File: src/rtl/clk_edge_monitor.sv
// Synchronizes an external slow clock into clk, emits rise/fall strobes, measures the period
// and flags clock loss. Optional glitch filter: define CLK_EDGE_MONITOR_GLITCH_FILTER_EN.
module clk_edge_monitor #(
    parameter int CNT_W   = 18,
    parameter int TIMEOUT = 200000
) (
    input  logic             clk,
    input  logic             rst,
    input  logic             clk_in,
    output logic             clk_sync,
    output logic             rise_p,
    output logic             fall_p,
    output logic [CNT_W-1:0] period,
    output logic             period_valid,
    output logic             clk_lost
);

    typedef enum logic [1:0] {IDLE, ARMED, LOCKED} state_t;

    localparam logic [CNT_W-1:0] CNT_MAX = '1;
    localparam logic [CNT_W-1:0] TO_LAST = CNT_W'(TIMEOUT - 1);

    logic             r_s1;
    logic             r_s2;
    logic             r_rise;
    logic             r_fall;
    logic [CNT_W-1:0] r_cnt;
    logic [CNT_W-1:0] r_period;
    logic             r_valid;
    logic             r_lost;
    state_t           r_state;
    state_t           w_state_nxt;
    logic             w_rise;
    logic             w_fall;
    logic             w_level;
    logic             w_period_ld;
    logic             w_timeout;
    logic             w_arm;

    always_ff @(posedge clk or posedge rst) begin
        if (rst) begin
            r_s1 <= 1'b0;
            r_s2 <= 1'b0;
        end else begin
            r_s1 <= clk_in;
            r_s2 <= r_s1;
        end
    end

`ifdef CLK_EDGE_MONITOR_GLITCH_FILTER_EN
    logic r_f1;
    logic r_f2;
    logic r_f3;
    logic r_filt;

    // Filtered level only moves once three consecutive samples agree.
    always_ff @(posedge clk or posedge rst) begin
        if (rst) begin
            r_f1   <= 1'b0;
            r_f2   <= 1'b0;
            r_f3   <= 1'b0;
            r_filt <= 1'b0;
        end else begin
            r_f1   <= r_s2;
            r_f2   <= r_f1;
            r_f3   <= r_f2;
            r_filt <= w_level;
        end
    end

    assign w_level  = (r_f1 == r_f2 && r_f2 == r_f3) ? r_f3 : r_filt;
    assign w_rise   = w_level & ~r_filt;
    assign w_fall   = ~w_level & r_filt;
    assign clk_sync = r_filt;
`else
    logic r_s3;

    always_ff @(posedge clk or posedge rst) begin
        if (rst) begin
            r_s3 <= 1'b0;
        end else begin
            r_s3 <= r_s2;
        end
    end

    assign w_level  = r_s2;
    assign w_rise   = w_level & ~r_s3;
    assign w_fall   = ~w_level & r_s3;
    assign clk_sync = r_s2;
`endif

    always_ff @(posedge clk or posedge rst) begin
        if (rst) begin
            r_rise <= 1'b0;
            r_fall <= 1'b0;
        end else begin
            r_rise <= w_rise;
            r_fall <= w_fall;
        end
    end

    // Counts cycles since the last detected rise; saturates instead of wrapping.
    always_ff @(posedge clk or posedge rst) begin
        if (rst) begin
            r_cnt <= '0;
        end else if (w_rise) begin
            r_cnt <= '0;
        end else if (r_cnt != CNT_MAX) begin
            r_cnt <= r_cnt + 1'b1;
        end
    end

    always_ff @(posedge clk or posedge rst) begin
        if (rst) begin
            r_state <= IDLE;
        end else begin
            r_state <= w_state_nxt;
        end
    end

    // An edge in the timeout cycle takes priority, so the timeout branch sits under else.
    always_comb begin
        w_state_nxt = r_state;
        w_period_ld = 1'b0;
        w_timeout   = 1'b0;
        w_arm       = 1'b0;
        case (r_state)
            IDLE: begin
                if (w_rise) begin
                    w_state_nxt = ARMED;
                    w_arm       = 1'b1;
                end
            end
            ARMED, LOCKED: begin
                if (w_rise) begin
                    w_state_nxt = LOCKED;
                    w_period_ld = 1'b1;
                end else if (r_cnt == TO_LAST) begin
                    w_state_nxt = IDLE;
                    w_timeout   = 1'b1;
                end
            end
            default: w_state_nxt = IDLE;
        endcase
    end

    always_ff @(posedge clk or posedge rst) begin
        if (rst) begin
            r_period <= '0;
            r_valid  <= 1'b0;
            r_lost   <= 1'b0;
        end else begin
            if (w_period_ld) begin
                r_period <= r_cnt + 1'b1;
                r_valid  <= 1'b1;
            end else if (w_timeout) begin
                r_valid  <= 1'b0;
            end
            if (w_timeout) begin
                r_lost <= 1'b1;
            end else if (w_arm) begin
                r_lost <= 1'b0;
            end
        end
    end

    assign rise_p       = r_rise;
    assign fall_p       = r_fall;
    assign period       = r_period;
    assign period_valid = r_valid;
    assign clk_lost     = r_lost;

endmodule

File: config.mk
export PLATFORM = sky130hd
export DESIGN_NAME = clk_edge_monitor
export DESIGN_NICKNAME = d
export VERILOG_FILES = /design/src/rtl/clk_edge_monitor.sv
export SDC_FILE = /design/constraint.sdc
export NUM_CORES = 1
export LEC_CHECK = 0
export BUFFER_PORTS_ARGS = -buffer_cell sky130_fd_sc_hd__buf_2
export CAP_MARGIN = 10
export CORE_MARGIN = 2
export CORE_UTILIZATION = 51
export CTS_CLUSTER_DIAMETER = 100
export DETAILED_ROUTE_END_ITERATION = 10
export GPL_TIMING_DRIVEN = 0
export MAX_ROUTING_LAYER = met4
export PLACE_DENSITY = 0.86
export RECOVER_POWER = 50
export SYNTH_ARGS = -nofsm -noshare
export SYNTH_HDL_FRONTEND = slang
export SYNTH_SLANG_ARGS = --single-unit
File: constraint.sdc
create_clock -name clk -period 1.9 [get_ports clk]
set_clock_uncertainty 0.1 [all_clocks]
set_input_delay 0.285 -clock clk [delete_from_list [all_inputs] [get_ports clk]]
set_output_delay 0.285 -clock clk [all_outputs]
set_load 0.01 [all_outputs]
==> reports/metrics.csv <==
stage,metric,value,unit
logic_synthesis,Ys Warns,0,
layout,final net count,233,
layout,final cell count without fillers,276,
clocking,Max clock buf depth,2,
route,via count,1627,
route,DRT Wirelength,4380,µm
layout,Filler cells,298,
critical_path,Critical Path Fanout Max,4,
logic_synthesis,"FF+latch count, synth",45,
logic_synthesis,Area contributors post-synth,"dfrtp_1 57%, o21ai_0 7.9%, nand2_1 4.6%",
sta,period utilisation layout,100,%
clocking,H-tree depth,2,
floorplanning,DIE AREA,4360,µm²
floorplanning,Initial Utilization,53.3,%
logic_synthesis,Netlist cell types,34,
clocking,Worst-Skew Late Latency,0.30,ns
sta,RSZ-0062 raised after global routing,true,
placement,PortBufs,25,
placement,placed cell area,2150,µm²
min_path,hold crit path type,in2async,
floorplanning,core area,3690,µm²
critical_path,cell family with most CP delay,simple AND/OR/NAND/NOR gates,
sta,Slew @ Worst Pin,0.914,ns
placement,placed cells,260,
floorplanning,overall die height,66.1,µm
logic_synthesis,Yosys top cell area share,57.3,%
route,Detail Route Antenna Nets,0,
layout,fin util,63.7,%
sta,FMAX,524,MHz
global_route,antenna violations before repair,0,
layout,sequential cell area,1130,µm²
logic_synthesis,post-synth top area cell,dfrtp_1,
floorplanning,I/O pin count,26,
critical_path,crit-path cells,or4b_1 > or4_4 > o221a_1,
critical_path,Slowest cell on crit path,or4b_1,
outcome,failing checks,setup timing,
pwr,PD cells,945,nW/µm²
floorplanning,row count,22,
logic_synthesis,syn nets,192,
sta,final hold violations,0,
sta,Rel. slew slack,39.0,%
critical_path,CP bufs+invs,0,
route,wire per inst,15.9,µm
global_route,vias in the first global route,1521,
critical_path,WS Path Type,reg2reg,
global_route,pin count of the biggest net entering global routing,46,
critical_path,Critical Path AT,1.99,ns
clocking,Clk Tree Root Cell,clkbuf_8,
sta,Final setup viols,1,
placement,GPL Wtd Cong,0.873,
logic_synthesis,fraction of registers with async set or reset after synthesis,100,%
critical_path,Critical Path End Type,flip-flop,
clocking,Num CTS Buffers,5,
critical_path,CP required,1.99,ns
run,max_cap viols,0,
logic_synthesis,post-synthesis cell area,1960,µm²
layout,multi-input logic area,831,µm²
pwr,Pleak,1.04,nW
pwr,Tot Pwr,2.22,mW
clocking,Clock transition at path regs,0.08,ns
placement,detailed placement HPWL,2800,µm
route,post-DR vias/cell,5.89,
critical_path,CP Launch Type,flip-flop,
logic_synthesis,syn_area_per_cell,10.5,µm²
outcome,status,finished with violations,
clocking,CTS tree,built,
sta,Hold WS,0.0855,ns
sta,final worst path period need,1.91,ns
global_route,Total GRT Usage,23.1,%
critical_path,"slowest stage delay, CP",0.53,ns
clocking,Sink Count,45,
layout,n_diodes,0,
logic_synthesis,Cells after Synth,187,
layout,final instance area,2350,µm²
layout,synthesis-to-finish area growth,19.7,%
logic_synthesis,sequential fraction of the synthesis area,57.3,%
layout,share of post-route cells with drive strength above 1,23.2,%
sta,worst setup margin,-0.00888,ns
sta,Max Slew Vio Count,0,
logic_synthesis,Synth Flop Type,dfrtp_1,
floorplanning,DIE WIDTH,66.1,µm
route,DR pass1 iterations,4,
pwr,Peak VDD IR,0.000590,V
logic_synthesis,Post-synth EDFFs,0,
route,DRC violation total after the first TritonRoute iteration,172,
global_route,global-route wire length before repair,7190,µm
route,drt drc,0,
global_route,GRT Residual Overflow,0,
## metrics by stage
stage          setup TNS, ns  setup WS [ns]
6_report            -0.00888       -0.00888
5_1_grt               -0.104        -0.0377
4_1_cts                    0        0.00555
3_5_place_dp           -2.57         -0.201
3_3_place_gp           -4.88         -0.143
2_1_floorplan              0         0.0371
## final timing paths
path,slack (ns),depth (start not counted),from,end
max,-0.009,3,r_cnt[7],r_state[0]
min,0.09,2,rst,r_cnt[15]
max reg2reg,-0.009,3,r_cnt[7],r_state[0]
min reg2reg,0.25,0,r_s1,clk_sync
max in group asynchronous,0.98,2,rst,r_cnt[0]
min in group clk,0.25,0,r_s1,clk_sync
## cells by family after synthesis
group,share of synthesized area (%)
AOI/OAI and AO/OA,11.1
xor gates and xnor gates,6.24
adders and majority gates,1.27
buffers and inverters,2.68
DFF,57.3
muxes,1.72
and+or+nand+nor,19.7
## layout by cell type, fill, tap and decap left out, types with 2 or more instances in the layout
cell / synthesis / final
a31oi_1: 2 / 2
and4_1: 2 / 2
buf_2: 0 / 20
buf_4: 0 / 8
clkbuf_1: 7 / 11
clkbuf_2: 0 / 2
clkbuf_8: 0 / 6
dfrtp_1: 45 / 42
dfrtp_2: 0 / 3
inv_1: 6 / 5
mux2_2: 3 / 3
nand2_1: 24 / 24
nand3_1: 11 / 10
nand4_1: 8 / 8
nor2_1: 4 / 4
nor2b_1: 3 / 2
nor3_1: 2 / 2
nor4_1: 6 / 3
nor4_2: 0 / 3
o21ai_0: 31 / 30
xnor2_1: 9 / 9
xor2_1: 5 / 5
## Yosys cell counts (2+ instances only)
library cell,n
dfrtp_1,45
o21ai_0,31
nand2_1,24
nand3_1,11
xnor2_1,9
nand4_1,8
clkbuf_1,7
inv_1,6
nor4_1,6
xor2_1,5
nor2_1,4
mux2_2,3
nor2b_1,3
a31oi_1,2
and4_1,2
ha_1,2
nor3_1,2
## routing by layer
layer  up-vias  share of wire, %  track usage, %  routed length (µm)
met1       794                42            28.2                1860
met4         0               3.7            14.3                 162
met2        67                48            34.3                2090
met3        15               6.1            6.13                 267
met5         -                 0               -                   0
li1        751                 -               -                   -
## registers in the layout (all words and copies together), names as in the netlist
signal and count:
fall_p 1, period 18, period_valid 1, rise_p 1
r_cnt 18, r_state 2, clk_sync 1, clk_lost 1
r_s3 1, r_s1 1
## layout make-up
cell class                 count  share of cell area (%)
timing repair buffer          34                    8.04
clock buffer                   7                    3.67
sequential                    45                    48.1
buffer                         8                    1.38
inverter                       6                   0.958
tap                           48                    2.55
multi-input combinational    128                    35.3
## power by group
group | total, mW | leakage (nW) | switching (mW) | internal, mW
sequential | 1.16 | 0.596 | 0.0940 | 1.07
clock | 0.583 | 0.0443 | 0.295 | 0.288
combinational | 0.479 | 0.396 | 0.285 | 0.194
## repair_timing
action,in CTS,in global routing
endpoints found under the hold margin,1,0
buffers inserted,5,3
pin swaps,1,2
cloned,0,0
endpoints found under the setup margin,20,23
hold buffers,1,0
resized for setup,7,9
Note: power is estimated with default switching activity, not from simulation.
